===== config.mk =====
export PLATFORM = sky130hd
export DESIGN_NAME = phase_reader_flat
export DESIGN_NICKNAME = d
export VERILOG_FILES = /design/src/rtl/phase_reader_if.sv /design/src/rtl/phase_reader.sv /design/src/flat_wrapper.sv
export SDC_FILE = /design/constraint.sdc
export NUM_CORES = 1
export LEC_CHECK = 0
export BUFFER_PORTS_ARGS = -buffer_cell sky130_fd_sc_hd__buf_4
export CORE_AREA = 3 3 92 72
export DETAILED_ROUTE_END_ITERATION = 10
export DIE_AREA = 0 0 95 75
export PLACE_DENSITY = 0.89
export SETUP_SLACK_MARGIN = 0.4
export SLEW_MARGIN = 0
export SYNTH_ARGS = -nofsm -noshare
export SYNTH_HDL_FRONTEND = slang
export SYNTH_SLANG_ARGS = --single-unit

===== constraint.sdc =====
create_clock -name clk -period 3.7 [get_ports clk]
set_input_delay 0.555 -clock clk [delete_from_list [all_inputs] [get_ports clk]]
set_output_delay 0.555 -clock clk [all_outputs]
set_load 0.01 [all_outputs]

===== src/rtl/phase_reader_if.sv =====
// Bus bundle for the phase-memory read unloader: the memory read port
// (rd_en/rd_addr/rd_data) plus the valid/ready output word stream.
// The master side is the reader itself; the slave side is the memory
// and downstream consumer (the testbench, or the host/output glue).
interface phase_reader_if #(
    parameter int AW = 5,
    parameter int DW = 16
) ();
    logic          rd_en;
    logic [AW-1:0] rd_addr;
    logic [DW-1:0] rd_data;
    logic          m_valid;
    logic [DW-1:0] m_data;
    logic          m_last;
    logic          m_ready;

    modport master (
        output rd_en,
        output rd_addr,
        input  rd_data,
        output m_valid,
        output m_data,
        output m_last,
        input  m_ready
    );

    modport slave (
        input  rd_en,
        input  rd_addr,
        output rd_data,
        input  m_valid,
        input  m_data,
        input  m_last,
        output m_ready
    );
endinterface


===== src/rtl/phase_reader.sv =====
// Phase result memory unloader. On start it reads every word of the phase
// memory (addresses 0..WORDS-1), absorbs the memory's 1-cycle read latency,
// and presents the words on a valid/ready stream through a 2-entry FIFO.
// Reads are throttled so that words in the FIFO plus the read in flight
// never exceed the FIFO depth, so backpressure can never cause an overflow.
// rd_en is combinational from the state and FIFO fill so that a steady
// m_ready=1 stream sustains one word per cycle; m_valid/m_data/m_last are
// driven from registers holding the FIFO head.
module phase_reader #(
    parameter int N = 4,
    parameter int M = 16,
    parameter int L = 8,
    parameter int K = 16
) (
    input  logic           clk,
    input  logic           rst,
    input  logic           start_i,
    input  logic           abort_i,
    output logic           busy_o,
    output logic           done_o,
    output logic           aborted_o,
    phase_reader_if.master bus
);
    localparam int WORDS = (L * K) / N;
    localparam int AW    = $clog2(WORDS);
    localparam int EW    = $clog2(M);
    localparam int DW    = N * EW;
    localparam int CW    = $clog2(WORDS + 1);
    localparam logic [CW-1:0] LAST_CNT = CW'(WORDS - 1);

    typedef enum logic [1:0] {
        ST_IDLE  = 2'd0,
        ST_READ  = 2'd1,
        ST_DRAIN = 2'd2
    } state_t;

    state_t        state_q, state_d;
    logic [CW-1:0] issue_cnt_q, issue_cnt_d;
    logic [AW-1:0] rd_addr_q, rd_addr_d;
    logic          infl_q, infl_d;
    logic          infl_last_q, infl_last_d;
    logic          busy_q, busy_d;
    logic          done_q, done_d;
    logic          aborted_q, aborted_d;

    logic [DW-1:0] buf_data_q [2];
    logic [DW-1:0] buf_data_d [2];
    logic          buf_last_q [2];
    logic          buf_last_d [2];
    logic          wr_ptr_q, wr_ptr_d;
    logic          rd_ptr_q, rd_ptr_d;
    logic [1:0]    occ_q, occ_d;

    logic          m_valid_q, m_valid_d;
    logic [DW-1:0] m_data_q, m_data_d;
    logic          m_last_q, m_last_d;

    logic          pop_s;
    logic          push_s;
    logic          flush_s;
    logic          rd_en_s;
    logic          last_issue_s;
    logic          drain_empty_s;
    logic [2:0]    outstanding_s;

    // Stream handshake, read throttle and drain-complete detection.
    always_comb begin
        pop_s         = m_valid_q & bus.m_ready;
        push_s        = infl_q & ~flush_s;
        last_issue_s  = (issue_cnt_q == LAST_CNT);
        // Words held after this edge's pop plus the read arriving next;
        // one more read may issue only while that stays below the depth.
        outstanding_s = {1'b0, occ_q} + {2'b00, infl_q} - {2'b00, pop_s};
        rd_en_s       = (state_q == ST_READ) & ~abort_i & (outstanding_s < 3'd2);
        drain_empty_s = ~infl_q & ({1'b0, pop_s} == occ_q);
    end

    // Control FSM: next state, read address/issue counter and status pulses.
    always_comb begin
        state_d     = state_q;
        issue_cnt_d = issue_cnt_q;
        rd_addr_d   = rd_addr_q;
        done_d      = 1'b0;
        aborted_d   = 1'b0;
        flush_s     = 1'b0;
        case (state_q)
            ST_IDLE: begin
                if (start_i) begin
                    state_d     = ST_READ;
                    issue_cnt_d = '0;
                    rd_addr_d   = '0;
                end else begin
                    state_d = ST_IDLE;
                end
            end
            ST_READ: begin
                if (abort_i) begin
                    state_d     = ST_IDLE;
                    issue_cnt_d = '0;
                    rd_addr_d   = '0;
                    aborted_d   = 1'b1;
                    flush_s     = 1'b1;
                end else if (rd_en_s) begin
                    issue_cnt_d = issue_cnt_q + CW'(1);
                    if (last_issue_s) begin
                        // Final address issued; hold it rather than wrap.
                        state_d   = ST_DRAIN;
                        rd_addr_d = rd_addr_q;
                    end else begin
                        rd_addr_d = rd_addr_q + AW'(1);
                    end
                end else begin
                    state_d = ST_READ;
                end
            end
            ST_DRAIN: begin
                if (abort_i) begin
                    state_d     = ST_IDLE;
                    issue_cnt_d = '0;
                    rd_addr_d   = '0;
                    aborted_d   = 1'b1;
                    flush_s     = 1'b1;
                end else if (drain_empty_s) begin
                    state_d     = ST_IDLE;
                    issue_cnt_d = '0;
                    rd_addr_d   = '0;
                    done_d      = 1'b1;
                end else begin
                    state_d = ST_DRAIN;
                end
            end
            default: begin
                state_d     = ST_IDLE;
                issue_cnt_d = '0;
                rd_addr_d   = '0;
                flush_s     = 1'b1;
            end
        endcase
        busy_d      = (state_d != ST_IDLE);
        infl_d      = rd_en_s;
        infl_last_d = rd_en_s & last_issue_s;
    end

    // Two-entry FIFO update: capture returning read data, advance on pop.
    always_comb begin
        buf_data_d = buf_data_q;
        buf_last_d = buf_last_q;
        wr_ptr_d   = wr_ptr_q;
        rd_ptr_d   = rd_ptr_q;
        occ_d      = occ_q;
        if (flush_s) begin
            wr_ptr_d = 1'b0;
            rd_ptr_d = 1'b0;
            occ_d    = 2'd0;
        end else begin
            if (push_s) begin
                buf_data_d[wr_ptr_q] = bus.rd_data;
                buf_last_d[wr_ptr_q] = infl_last_q;
                wr_ptr_d             = ~wr_ptr_q;
            end else begin
                wr_ptr_d = wr_ptr_q;
            end
            if (pop_s) begin
                rd_ptr_d = ~rd_ptr_q;
            end else begin
                rd_ptr_d = rd_ptr_q;
            end
            occ_d = occ_q + {1'b0, push_s} - {1'b0, pop_s};
        end
    end

    // Next FIFO head, loaded into the registered stream outputs.
    always_comb begin
        if (occ_d != 2'd0) begin
            m_valid_d = 1'b1;
            m_data_d  = buf_data_d[rd_ptr_d];
            m_last_d  = buf_last_d[rd_ptr_d];
        end else begin
            m_valid_d = 1'b0;
            m_data_d  = '0;
            m_last_d  = 1'b0;
        end
    end

    // Control state registers.
    always_ff @(posedge clk or negedge rst) begin
        if (!rst) begin
            state_q     <= ST_IDLE;
            issue_cnt_q <= '0;
            rd_addr_q   <= '0;
            infl_q      <= 1'b0;
            infl_last_q <= 1'b0;
            busy_q      <= 1'b0;
            done_q      <= 1'b0;
            aborted_q   <= 1'b0;
        end else begin
            state_q     <= state_d;
            issue_cnt_q <= issue_cnt_d;
            rd_addr_q   <= rd_addr_d;
            infl_q      <= infl_d;
            infl_last_q <= infl_last_d;
            busy_q      <= busy_d;
            done_q      <= done_d;
            aborted_q   <= aborted_d;
        end
    end

    // FIFO storage and pointers.
    always_ff @(posedge clk or negedge rst) begin
        if (!rst) begin
            buf_data_q[0] <= '0;
            buf_data_q[1] <= '0;
            buf_last_q[0] <= 1'b0;
            buf_last_q[1] <= 1'b0;
            wr_ptr_q      <= 1'b0;
            rd_ptr_q      <= 1'b0;
            occ_q         <= 2'd0;
        end else begin
            buf_data_q[0] <= buf_data_d[0];
            buf_data_q[1] <= buf_data_d[1];
            buf_last_q[0] <= buf_last_d[0];
            buf_last_q[1] <= buf_last_d[1];
            wr_ptr_q      <= wr_ptr_d;
            rd_ptr_q      <= rd_ptr_d;
            occ_q         <= occ_d;
        end
    end

    // Registered stream outputs mirroring the FIFO head.
    always_ff @(posedge clk or negedge rst) begin
        if (!rst) begin
            m_valid_q <= 1'b0;
            m_data_q  <= '0;
            m_last_q  <= 1'b0;
        end else begin
            m_valid_q <= m_valid_d;
            m_data_q  <= m_data_d;
            m_last_q  <= m_last_d;
        end
    end

    assign bus.rd_en   = rd_en_s;
    assign bus.rd_addr = rd_addr_q;
    assign bus.m_valid = m_valid_q;
    assign bus.m_data  = m_data_q;
    assign bus.m_last  = m_last_q;
    assign busy_o      = busy_q;
    assign done_o      = done_q;
    assign aborted_o   = aborted_q;
endmodule

===== src/flat_wrapper.sv =====
// flat-port wrapper written by rule: the top's interface ports become plain ports
module phase_reader_flat 
#(
    parameter int N = 4,
    parameter int M = 16,
    parameter int L = 8,
    parameter int K = 16
)
  (clk, rst, start_i, abort_i, busy_o, done_o, aborted_o, bus_rd_en, bus_rd_addr, bus_rd_data, bus_m_valid, bus_m_data, bus_m_last, bus_m_ready);
  phase_reader_if bus_i ();
  input  logic clk;
  input  logic rst;
  input  logic start_i;
  input  logic abort_i;
  output logic busy_o;
  output logic done_o;
  output logic aborted_o;
  output wire logic [$bits(bus_i.rd_en)-1:0] bus_rd_en;
  output wire logic [$bits(bus_i.rd_addr)-1:0] bus_rd_addr;
  input wire logic [$bits(bus_i.rd_data)-1:0] bus_rd_data;
  output wire logic [$bits(bus_i.m_valid)-1:0] bus_m_valid;
  output wire logic [$bits(bus_i.m_data)-1:0] bus_m_data;
  output wire logic [$bits(bus_i.m_last)-1:0] bus_m_last;
  input wire logic [$bits(bus_i.m_ready)-1:0] bus_m_ready;
  assign bus_rd_en = bus_i.rd_en;
  assign bus_rd_addr = bus_i.rd_addr;
  assign bus_i.rd_data = bus_rd_data;
  assign bus_m_valid = bus_i.m_valid;
  assign bus_m_data = bus_i.m_data;
  assign bus_m_last = bus_i.m_last;
  assign bus_i.m_ready = bus_m_ready;
  phase_reader #(.N(N), .M(M), .L(L), .K(K)) u_core (.clk(clk), .rst(rst), .start_i(start_i), .abort_i(abort_i), .busy_o(busy_o), .done_o(done_o), .aborted_o(aborted_o), .bus(bus_i));
endmodule

==> flow_metrics.py <==
metrics = {
    "synth": {
        "synthTopCellsByArea": "dfrtp_1 (53%), nand2_1 (6.6%), mux2i_1 (4.9%)",
        "syn_nets": 348,
        "yosys.area.top_type": "dfrtp_1",
        "syn_area_per_cell_um2": 11.0,
        "ys_seq_elements": 74,
        "async_flop_share_pct": 100,
        "synth_edf_count": 0,
        "synth_top_area_share_pct": 53.1,
        "synth-main-ff-cell": "dfrtp_1",
        "netlist_area_um2": 3490,
        "seq_area_frac_synth_pct": 53.1,
        "yosysMostFrequentCell": "dfrtp_1",
        "yosys-top-cells-count": "dfrtp_1 (74), nand2_1 (61), inv_1 (27), a21oi_1 (23), mux2i_1 (17)",
        "synth.yosys.warnings": 0,
        "syn_inst": 318,
        "yosysUniqueCellTypes": 52,
    },
    "pwr": {
        "switching_share_pct": 38.7,
        "power_leakage_nw": 2.06,
        "combPwrFrac_pct": 40.2,
        "p_per_area_nw_per_um2": 751,
        "total_power_mw": 3.07,
        "p_switching_mw": 1.19,
        "ir_drop_mv": 0.378,
        "seqPwrFrac_pct": 38.6,
        "p_int_mw": 1.88,
        "clkPwrFrac_pct": 21.2,
    },
    "hold_path": {
        "hp-class": "in2async",
    },
    "drt": {
        "wl_per_cell_um": 16.6,
        "routed-via-count": 2600,
        "viasPerCell": 5.79,
        "drc_errors": 0,
        "routed_wl_um": 7430,
        "drt_iter0_drc": 237,
        "drt_pass1_iterations": 4,
        "ant_nets": 0,
    },
    "final_layout": {
        "drive_gt1_share_pct": 24.0,
        "n_antenna_cell": 0,
        "syn_to_final_growth_pct": 17.0,
        "final_core_util_pct": 70.4,
        "finalNetCount": 396,
        "fill_cells": 401,
    },
    "sta": {
        "worst_pin_slew_ns": 1.05,
        "finalHoldViolations": 0,
        "tns_ns": 0,
        "slew_viol_final": 0,
        "fmax_ghz": 0.327,
        "finalCritPeriodShare_pct": 82.7,
        "slew_headroom_pct": 30.0,
        "clock_skew_ns": 0.00941,
        "rsz0062_at_grt": "false",
        "period_needed_ns": 3.06,
        "final-setup-viol-count": 0,
        "hold_ws_ns": 0.336,
    },
    "global_route": {
        "grt_pass1_vias": 2565,
        "track_usage_pct": 23.0,
        "grt_first_pass_wirelength_um": 12200,
        "grt-ovfl-total": 0,
        "antenna_found_initial": 0,
        "grt_max_degree": 75,
    },
    "cts": {
        "clk_pin_slew_ns": 0.08,
        "clk_path_buf_depth": 2,
        "h-tree-depth": 3,
        "cts.sinks": 74,
        "insertion_delay_ns": 0.35,
        "cts_hold_buf": 0,
        "cts_tree": "built",
        "cts_root_buf": "clkbuf_8",
        "post_cts_buffers": 0,
        "cts_resized": 0,
        "cts_buffers": 9,
    },
    "setup_path": {
        "critPathLaunchType": "flip-flop",
        "path_class": "reg2out",
        "arrival_ns": 2.51,
        "critical_path.slowest_cell": "xnor2_1",
        "worst_path_most_repeated_cell": "nand2_1",
        "required_ns": 3.14,
        "cp-end-kind": "primary output",
        "cpPeakStageDelay_ns": 0.44,
        "path_cells": "nand2_1, xnor2_1, nand2_1, fa_1, xnor2_1, nand2_1, nor2_1, buf_4",
        "cp_max_fo": 6,
    },
    "placement": {
        "place_congestion": 0.914,
        "place_hpwl_um": 4870,
        "io_buffers": 47,
    },
    "floorplanning": {
        "core_um2": 5800,
        "dieArea_um2": 7130,
        "start_util_pct": 60.2,
        "die_w_um": 95,
        "io_pins": 48,
        "die_height_um": 75,
        "fp-row-count": 24,
    },
    "run": {
        "maxCapViolCount": 0,
    },
    "status": {
        "status": "completed",
    },
}
## critical path, delay by kind of cell (launching register included)
family | cells | cell delay [ns]
xor+xnor | 2 | 0.56
fa+ha+maj | 1 | 0.43
buf+inv | 1 | 0.15
flops | 1 | 0.42
simple gates | 4 | 0.60
## metal layers
layer / wire [µm] / share of wire (%) / GRT usage, % / up-vias
met2: 3640 / 49 / 37.4 / 97
met3: 475 / 6.4 / 8.49 / 19
met5: 0 / 0 / 0 / -
met4: 121 / 1.6 / 7.20 / 0
li1: - / - / - / 1198
met1: 3190 / 43 / 29.1 / 1286
## cell usage in the layout, fill, tap and decap left out, types with 2 or more instances in the layout
cell type   n
o21ai_0     9
nand2b_4    2
nand2b_1    2
mux2i_1    17
ha_1        8
xnor2_1     5
a221oi_2   10
dfrtp_1    74
a21oi_1    23
o31ai_1     2
nand2_1    61
a41oi_1     2
buf_4      48
inv_1      27
a31oi_1     5
and2_2      2
clkbuf_8   11
nor2b_1     5
a221oi_1    7
and3_1      3
nand4_1     3
nand3b_1    2
nor2_1      4
a21o_1      3
and2_1      6
## power groups by stage
stage	clock network (mW)	logic, mW	registers, mW
global placement	0	1.15	1.18
floorplan	0	0.890	1.19
global route	0.702	1.38	1.21
CTS	0.660	1.23	1.18
finish	0.650	1.23	1.18
detailed placement	0	1.21	1.20
## area by class of cell
cell class / instances / area (µm²) / area share, %
Inverter: 27 / 101 / 2.48
Clock inverter: 5 / 60.1 / 1.47
Tap cell: 78 / 97.6 / 2.39
Clock buffer: 11 / 151 / 3.71
Timing Repair Buffer: 48 / 360 / 8.83
Multi-Input combinational cell: 206 / 1460 / 35.7
Sequential cell: 74 / 1850 / 45.4
## worst paths after layout
| check | slack, ns | from | to | depth (start not counted) |
|---|---|---|---|---|
| max in group asynchronous | 2.79 | rst | u_core.issue_cnt_q[3]$_DFFE_PN0P_ | 1 |
| worst min register to register | 0.47 | u_core.buf_data_q[4]$_DFF_PN0_ | u_core.buf_data_q[4]$_DFF_PN0_ | 2 |
| worst max register to register | 0.76 | u_core.state_q[0]$_DFF_PN0_ | u_core.bus.m_data[6]$_DFF_PN0_ | 11 |
| worst max-delay path | 0.64 | u_core.bus.m_valid$_DFF_PN0_ | bus_rd_en | 8 |
| worst min-delay path | 0.34 | rst | u_core.buf_data_q[20]$_DFF_PN0_ | 1 |
| min in group clk | 0.42 | bus_rd_data[13] | u_core.buf_data_q[13]$_DFF_PN0_ | 3 |
## cells by family after synthesis
kind of cell | count (synthesis) | synth area share (%)
fa+ha+maj | 9 | 3.44
xor+xnor | 6 | 1.51
mux | 18 | 5.20
simple gates | 97 | 13.6
flops | 74 | 53.1
compound gates | 76 | 18.0
buf+inv | 38 | 5.09
## sequential cells by signal, summed over array words and instances (netlist names), 2 cells and up
register,count
u_core.occ_q,2
u_core.bus.m_data,16
u_core.buf_last_q,2
u_core.bus.rd_addr,5
u_core.issue_cnt_q,6
u_core.state_q,2
u_core.buf_data_q,32
## metrics by stage
stage / instances / cell area [µm²] / setup WS [ns]
floorplan: 318 / 3490 / 1.18
global placement: 433 / 3870 / 0.903
detailed placement: 433 / 3870 / 0.813
CTS: 449 / 4080 / 0.663
global route: 449 / 4080 / 0.470
finish: 449 / 4080 / 0.639
Power figures use the tool's default switching activity.
